### src/rtl/filter_glb_read_ctrl.sv
// filter_glb_read_ctrl
// Turns (filter, channel, row, column) index tuples into filter-GLB reads and
// streams the returned words to the NoC through a small output FIFO.
// Pipeline: acceptance -> stage A (address register / read strobe) ->
// read pending (data returns) -> FIFO push.
// Optional feature macro: FILTER_ADDR_CHECK_EN adds the sticky addr_error
// output and per-index range checks (out-of-range tuples read address 0).
module filter_glb_read_ctrl #(
    parameter int R_WIDTH    = 4,
    parameter int S_WIDTH    = 6,
    parameter int F_WIDTH    = 8,
    parameter int C_WIDTH    = 5,
    parameter int ADDR_WIDTH = 16,
    parameter int DATA_WIDTH = 16,
    parameter int FIFO_DEPTH = 4
) (
    input  logic                  clk,
    input  logic                  reset,
    input  logic                  start,
    input  logic                  idx_valid,
    output logic                  await,
    input  logic [F_WIDTH-1:0]    filter_index,
    input  logic [C_WIDTH-1:0]    channel_index,
    input  logic [R_WIDTH-1:0]    row_index,
    input  logic [S_WIDTH-1:0]    col_index,
    input  logic [F_WIDTH-1:0]    M,
    input  logic [C_WIDTH-1:0]    C,
    input  logic [R_WIDTH-1:0]    R,
    input  logic [S_WIDTH-1:0]    S,
    output logic                  glb_rd_en,
    output logic [ADDR_WIDTH-1:0] glb_rd_addr,
    input  logic [DATA_WIDTH-1:0] glb_rd_data,
    output logic                  out_valid,
    input  logic                  out_ready,
    output logic [DATA_WIDTH-1:0] out_data,
    output logic [15:0]           word_count,
    output logic                  busy
`ifdef FILTER_ADDR_CHECK_EN
    ,
    output logic                  addr_error
`endif
);

    localparam int PTR_W = (FIFO_DEPTH > 1) ? $clog2(FIFO_DEPTH) : 1;
    localparam int CNT_W = PTR_W + 1;
    localparam logic [CNT_W:0] DEPTH_THR = (CNT_W + 1)'(FIFO_DEPTH);

    logic                  a_valid;
    logic                  rp_valid;
    logic                  accept;
    logic                  push;
    logic                  pop;
    logic [1:0]            inflight;
    logic [CNT_W:0]        occupancy;
    logic [PTR_W-1:0]      wr_ptr;
    logic [PTR_W-1:0]      rd_ptr;
    logic [CNT_W-1:0]      fifo_count;
    logic [DATA_WIDTH-1:0] fifo_mem [FIFO_DEPTH];
    logic [ADDR_WIDTH-1:0] addr_calc;
    logic [ADDR_WIDTH-1:0] addr_next;

`ifdef FILTER_ADDR_CHECK_EN
    logic range_err;
`else
    // M only feeds the range check, which is absent in this build.
    logic unused_m;
    assign unused_m = ^M;
`endif

    // Credit-based back-pressure and stream-side handshake, all from registered state.
    always_comb begin
        inflight  = {1'b0, a_valid} + {1'b0, rp_valid};
        occupancy = {1'b0, fifo_count} + (CNT_W + 1)'(inflight);
        await     = (occupancy >= DEPTH_THR);
        accept    = idx_valid & ~await;
        push      = rp_valid;
        out_valid = (fifo_count != '0);
        pop       = out_valid & out_ready;
        out_data  = out_valid ? fifo_mem[rd_ptr] : '0;
        busy      = (inflight != 2'd0) | out_valid;
        glb_rd_en = a_valid;
    end

    // Linear filter address; arithmetic modulo 2^ADDR_WIDTH yields exactly the
    // low bits of the full-precision result, so no wide intermediate is needed.
    always_comb begin
        addr_calc = ADDR_WIDTH'(filter_index) * ADDR_WIDTH'(C) + ADDR_WIDTH'(channel_index);
        addr_calc = addr_calc * ADDR_WIDTH'(R) + ADDR_WIDTH'(row_index);
        addr_calc = addr_calc * ADDR_WIDTH'(S) + ADDR_WIDTH'(col_index);
`ifdef FILTER_ADDR_CHECK_EN
        range_err = (filter_index >= M) | (channel_index >= C) |
                    (row_index >= R) | (col_index >= S);
        addr_next = range_err ? '0 : addr_calc;
`else
        addr_next = addr_calc;
`endif
    end

    // Stage A (address register doubling as glb_rd_addr) and read-pending stage.
    always_ff @(posedge clk) begin
        if (!reset) begin
            a_valid     <= 1'b0;
            rp_valid    <= 1'b0;
            glb_rd_addr <= '0;
        end else begin
            a_valid  <= accept;
            rp_valid <= a_valid;
            if (accept) begin
                glb_rd_addr <= addr_next;
            end
        end
    end

    // FIFO storage; returned read data is written straight into the tail slot.
    always_ff @(posedge clk) begin
        if (push) begin
            fifo_mem[wr_ptr] <= glb_rd_data;
        end
    end

    // FIFO pointers and occupancy; simultaneous push and pop leave the count unchanged.
    always_ff @(posedge clk) begin
        if (!reset) begin
            wr_ptr     <= '0;
            rd_ptr     <= '0;
            fifo_count <= '0;
        end else begin
            if (push) begin
                wr_ptr <= wr_ptr + 1'b1;
            end
            if (pop) begin
                rd_ptr <= rd_ptr + 1'b1;
            end
            if (push && !pop) begin
                fifo_count <= fifo_count + 1'b1;
            end else if (!push && pop) begin
                fifo_count <= fifo_count - 1'b1;
            end
        end
    end

    // Popped-word statistic; start wins over a coincident pop.
    always_ff @(posedge clk) begin
        if (!reset) begin
            word_count <= '0;
        end else if (start) begin
            word_count <= '0;
        end else if (pop) begin
            word_count <= word_count + 16'd1;
        end
    end

`ifdef FILTER_ADDR_CHECK_EN
    // Sticky out-of-range flag, set when an offending tuple enters stage A.
    always_ff @(posedge clk) begin
        if (!reset) begin
            addr_error <= 1'b0;
        end else if (start) begin
            addr_error <= 1'b0;
        end else if (accept && range_err) begin
            addr_error <= 1'b1;
        end
    end
`endif

endmodule

### config.mk
export PLATFORM = sky130hd
export DESIGN_NAME = filter_glb_read_ctrl
export DESIGN_NICKNAME = d
export VERILOG_FILES = /design/src/rtl/filter_glb_read_ctrl.sv
export SDC_FILE = /design/constraint.sdc
export NUM_CORES = 1
export LEC_CHECK = 0
export CAP_MARGIN = 15
export CORE_AREA = 5 5 138 140
export DETAILED_ROUTE_END_ITERATION = 8
export DIE_AREA = 0 0 143 145
export PLACE_DENSITY = 0.81
export SLEW_MARGIN = 40
export SYNTH_ARGS = -nofsm -noshare
export SYNTH_HDL_FRONTEND = slang
export SYNTH_SLANG_ARGS = --single-unit
export TNS_END_PERCENT = 50
### constraint.sdc
create_clock -name clk -period 11.8 [get_ports clk]
set_clock_uncertainty 0.2 [all_clocks]
set_input_delay 1.18 -clock clk [delete_from_list [all_inputs] [get_ports clk]]
set_output_delay 1.18 -clock clk [all_outputs]
set_load 0.1 [all_outputs]
== Word-level counts from Yosys, hierarchy flattened ==
Memory sizes are Yosys's and may differ from the RTL's. A register that Yosys moved wholly into a read port is not among the register bits.
Index checks and enable logic that the tools add are counted.

* Multipliers: 3
* $add $sub $neg: 10
* Reductions and logical operators: 8
* Order comparisons: 1
* Bitwise logic cells: 5
* Mux-type cells: 7

{| class="wikitable"
|+ Operator list
! operator !! count
|-
| $add 16x1->16 const B || 1
|-
| $add 16x4->16 || 1
|-
| $add 16x6->16 || 1
|-
| $mul 14x4->16 || 1
|-
| $mul 16x6->16 || 1
|-
| $mux 16 || 1
|-
| $add 13x5->14 || 1
|-
| $mul 8x5->13 || 1
|-
| $mux 3 || 2
|-
| $add 2x1->2 const B || 2
|-
| $add 3x2->4 || 1
|-
| $ge 4x3->1 const B || 1
|-
| $mux 2 || 2
|-
| $reduce_bool 2->1 || 2
|-
| $add 3x1->3 const B || 1
|-
| $reduce_bool 3->1 || 1
|-
| $sub 3x1->3 const B || 1
|-
| $add 1x1->2 || 1
|-
| $and 1x1->1 || 2
|-
| $logic_and 1x1->1 || 2
|-
| $logic_not 1->1 || 2
|-
| $mux 1 || 2
|-
| $not 1->1 || 2
|-
| $reduce_or 2->1 || 1
|-
| $or 1x1->1 || 1
|}

* Memories kept: 1
* RAM bits: 64
* Logic and storage cells: 42
* Bits in registers: 41

{| class="wikitable"
|+ Memories
! name !! words !! bits a word !! read ports !! clocked after Yosys merged registers in !! wr ports !! RTL line !! RTL
|-
| fifo_mem || 4 || 16 || 1 || 1 || 1 || 58 || <nowiki>logic [DATA_WIDTH-1:0] fifo_mem [FIFO_DEPTH];</nowiki>
|}

== Longest topological paths before layout ==
* Depth after elaboration: 6
* Depth in mapped cells: 40
* Gate-level depth less buffers: 40

== Least setup slack after synthesis ==
Ideal clock, no wire load.

* Kind: input to register
* From: input filter_index[6]
* To: register glb_rd_addr[15]
* Arrival time: 10.232 ns
* Setup time: 0.124 ns
* Data required time: 11.476 ns
* Stages on the path: 36
* Setup slack: 1.245 ns
* Path through: and2_1 fa_1 inv_1 fa_1 fa_1 inv_1 ha_1 or3_1 o21a_1 xor2_1 and2_1 fa_1 inv_1 fa_1 inv_1 ha_1 ha_1 inv_1 and3_1 a2111oi_0 a31oi_1 fa_1 inv_1 fa_1 inv_1 fa_1 ha_1 ha_1 o21a_1 a41o_1 o41ai_1 o21a_1 xor2_1 nand4_1 a211oi_1 nor3_1

* Word-level cells in the longest chain between the ends: 6

{| class="wikitable"
|+ RTL lines
! what !! RTL line !! RTL
|-
| from (decl) || 22 || <nowiki>input logic [F_WIDTH-1:0] filter_index,</nowiki>
|-
| $mul 8x5->13 || 87 || <nowiki>addr_calc = ADDR_WIDTH'(filter_index) * ADDR_WIDTH'(C) + ADDR_WIDTH'(channel_index);</nowiki>
|-
| $add 13x5->14 || 87 ||
|-
| $mul 14x4->16 || 88 || <nowiki>addr_calc = addr_calc * ADDR_WIDTH'(R) + ADDR_WIDTH'(row_index);</nowiki>
|-
| $add 16x4->16 || 88 ||
|-
| $mul 16x6->16 || 89 || <nowiki>addr_calc = addr_calc * ADDR_WIDTH'(S) + ADDR_WIDTH'(col_index);</nowiki>
|-
| $add 16x6->16 || 89 ||
|-
| to (signal assigned) || 109 || <nowiki>glb_rd_addr <= addr_next;</nowiki>
|-
| to (decl) || 31 || <nowiki>output logic [ADDR_WIDTH-1:0] glb_rd_addr,</nowiki>
|}

No other way between the ends.
A chain may end at the register's enable or synchronous reset.

== Worst setup path after layout ==
* From: input C[1]
* To: register glb_rd_addr[15]

* Word-level cells in the longest chain between the ends: 6

{| class="wikitable"
|+ RTL lines
! what !! RTL line !! RTL
|-
| from (decl) || 27 || <nowiki>input logic [C_WIDTH-1:0] C,</nowiki>
|-
| $mul 8x5->13 || 87 ||
|-
| $add 13x5->14 || 87 ||
|-
| $mul 14x4->16 || 88 ||
|-
| $add 16x4->16 || 88 ||
|-
| $mul 16x6->16 || 89 ||
|-
| $add 16x6->16 || 89 ||
|}

No other way between the ends.

==> metrics.csv <==
metric;value;unit
Antenna diodes;0;
clock slew at reported path FFs;0.08;ns
die extent in x;143;µm
setup TNS;0;ns
Setup Viol. Count Final;0;
Hold Startpoint;glb_rd_addr[0];
Critical R2R Capture;glb_rd_addr[15];
Final Hold Vio Count;0;
GRT met2 Usage;0.350;
NumNets Final;1368;
CTS root buffer;clkbuf_16;
met1 Use GR;0.262;
GRT met3 Usage;0.0184;
crit path launch type;input port;
Syn Inst Count;1002;
Vias/cell;5.41;
top post-synthesis cells by area;fa_1, edfxtp_1, ha_1, dfxtp_1, and2_1;
GRT Max-Usage Layer;met2;
launch point of the worst path;C[1];
core area;17700;µm²
critical path type;input port to flop;
first-pass GRT wire length;34.2;mm
Cell variety after synth;65;
Area Growth Syn to Fin;14.1;%
RSZ-0062 raised after global routing;no;
initial core utilization;0.567;
crit share post-route;0.955;
worst skew pair latency;0.34;ns
worst reg2reg startpoint;push;
Slew @ Worst Pin;0.821;ns
reg2reg setup slack;8.75;ns
CTS tree;built;
Detail Route Antenna Nets;0;
Multi-input gate area;6660;µm²
CP dominant cell by count;fa_1;
Residual DRC;0;
Post-Layout Cell Count;1338;
CP endpoint kind;flop;
largest stage delay on the critical path;0.62;ns
status;finished clean;
Crit path required time;11.83;ns
max_cap viols;0;
r2r worst-path depth;7;
I/O Pins;119;
Synth top area share;0.195;
die outline area;20700;µm²
synthesized area per cell;10.0;µm²
grt ovf;0;
largest net degree at the start of global routing;25;
Worst EP arrival;11.29;ns
vias in the first global route;7285;
Critical Path Stages;40;
H-Tree Depth;3;
Post CTS Setup Buffer Count;0;
Slew HR;0.453;
Critical Path Sink;glb_rd_addr[15];
Clock Path Buffers;2;
initial antenna violation count;0;
GRT Overall Usage;0.197;
#FFs+latches synth;107;
Syn. warnings;0;
Num CTS Buffers;9;
TritonCTS Sinks;107;
Main synth FF type;edfxtp_1;
Post-synth EDFFs;64;
GP Congestion;0.806;
wire length per cell;15.0;µm
syn_nets;1266;
Initial DRC Count;318;
Die H;145;µm
Max Fclk;0.0888;GHz
Placed Cells;1322;
ys async rst share;0;
DRT Pass-1 Iters;5;
path type of the worst min-delay path;flop to flop;
final slew viol count;0;
post-synthesis sequential area ratio;0.277;
Port Buffer Count;110;
fillcell total;1431;
area leader, netlist;fa_1;
Mapped Area;10000;µm²
CP Buf/Inv Count;9;
Sequential Area;2780;µm²
vias;7237;
critical-path maximum fanout;8;
minimum clock period;11.27;ns
DRT Wirelength;20.1;mm
critical path's top delay family;adder cells;
Row Count;49;
layout cells sized above 1;0.100;
detailed placement HPWL;16.0;mm
Slowest-stage cell, CP;clkdlybuf4s50_1;
## registers in the layout, indices dropped and copies added (netlist names), named ones only
name and flops:
rd_ptr 2, wr_ptr 2, word_count 16, glb_rd_addr 16, push 1, glb_rd_en 1
fifo_mem 64, fifo_count 3
## what timing repair did
action,4_1_cts,5_1_grt
gates resized for setup,0,6
endpoints found under the setup margin,0,1
hold buffers,0,0
## cell type report
cell class / instances / area share
sequential: 107 / 0.243
clock buffer: 9 / 0.0197
inverter: 137 / 0.0449
clock inverter: 7 / 0.00797
multi-input combinational: 733 / 0.581
timing repair buffer: 116 / 0.0782
tap: 229 / 0.0250
## metal layers
layer,part of all wire,vias up
met5,0,-
met4,0.016,0
met3,0.039,21
met2,0.52,131
met1,0.43,3547
li1,-,3538
## worst min-delay path, delay by kind of cell (launching register included)
| kind | cells | cell delay, ns |
|---|---|---|
| compound gates | 1 | 0.05 |
| flops | 1 | 0.31 |
| simple gates | 1 | 0.05 |
## cell usage in the layout, fill, tap and decap left out, types with 4 or more instances in the layout
master,count
inv_1,136
nand2_1,117
and2_1,106
ha_1,99
fa_1,98
edfxtp_1,64
clkdlybuf4s50_1,54
buf_2,52
dfxtp_1,42
nor2_1,41
a21oi_1,38
xnor2_1,27
xor2_1,23
o21ai_0,17
mux4_2,16
nor3_1,14
or3_1,11
a211oi_1,10
nand2b_1,10
nand3_1,9
and3_1,9
clkbuf_16,9
o21a_1,8
o211ai_1,7
a21o_1,6
nand4_1,6
buf_4,6
o21bai_1,5
mux2i_1,5
or2_2,4
dlymetal6s2s_1,4
## synthesized netlist by cell type, types with 4 or more instances
library cell	n
fa_1	98
nand2b_1	10
nand2_1	117
mux4_2	16
ha_1	99
and3_1	9
o21a_1	8
or2_2	4
o211ai_1	7
a21oi_1	39
edfxtp_1	64
and2_1	107
nor3_1	14
nand4_1	6
xnor2_1	27
o21bai_1	5
mux2i_1	5
dfxtp_1	43
clkbuf_1	22
xor2_1	23
a211oi_1	10
or3_1	11
nand3_1	9
inv_1	136
o21ai_0	17
nor2_1	41
a21o_1	6
## per-stage QoR
stage	setup WS (ns)	hold slack (ns)	area, µm²	util
after floorplan	1.24	0.271	10000	-
after global placement	0.165	0.242	11400	0.642
after detailed placement	0.0868	0.244	11100	0.628
after CTS	0.415	0.255	11400	0.646
after global routing	0.0186	0.272	11500	0.647
final	0.535	0.253	11500	0.647
## worst min path at each step
| stage | depth (start not counted) | endpoint |
|---|---|---|
| floorplan | 2 | fifo_count[2] |
| global placement | 2 | glb_rd_addr[9] |
| detailed placement | 2 | glb_rd_addr[7] |
| CTS | 2 | glb_rd_addr[7] |
| global route | 2 | glb_rd_addr[0] |
| finish | 2 | glb_rd_addr[0] |
## cells by family (layout without fill, tap and decap cells)
group | count (synthesis) | count (layout) | share of synthesized area
fa+ha+maj | 197 | 197 | 0.319
buf+inv | 162 | 269 | 0.0605
flops | 107 | 107 | 0.277
mux | 21 | 21 | 0.0409
simple gates | 341 | 341 | 0.173
compound gates | 122 | 122 | 0.0813
xor+xnor | 52 | 52 | 0.0482
Power is not shown: default switching activity piles up to over one toggle a cycle in this logic, so the estimate is an artifact.
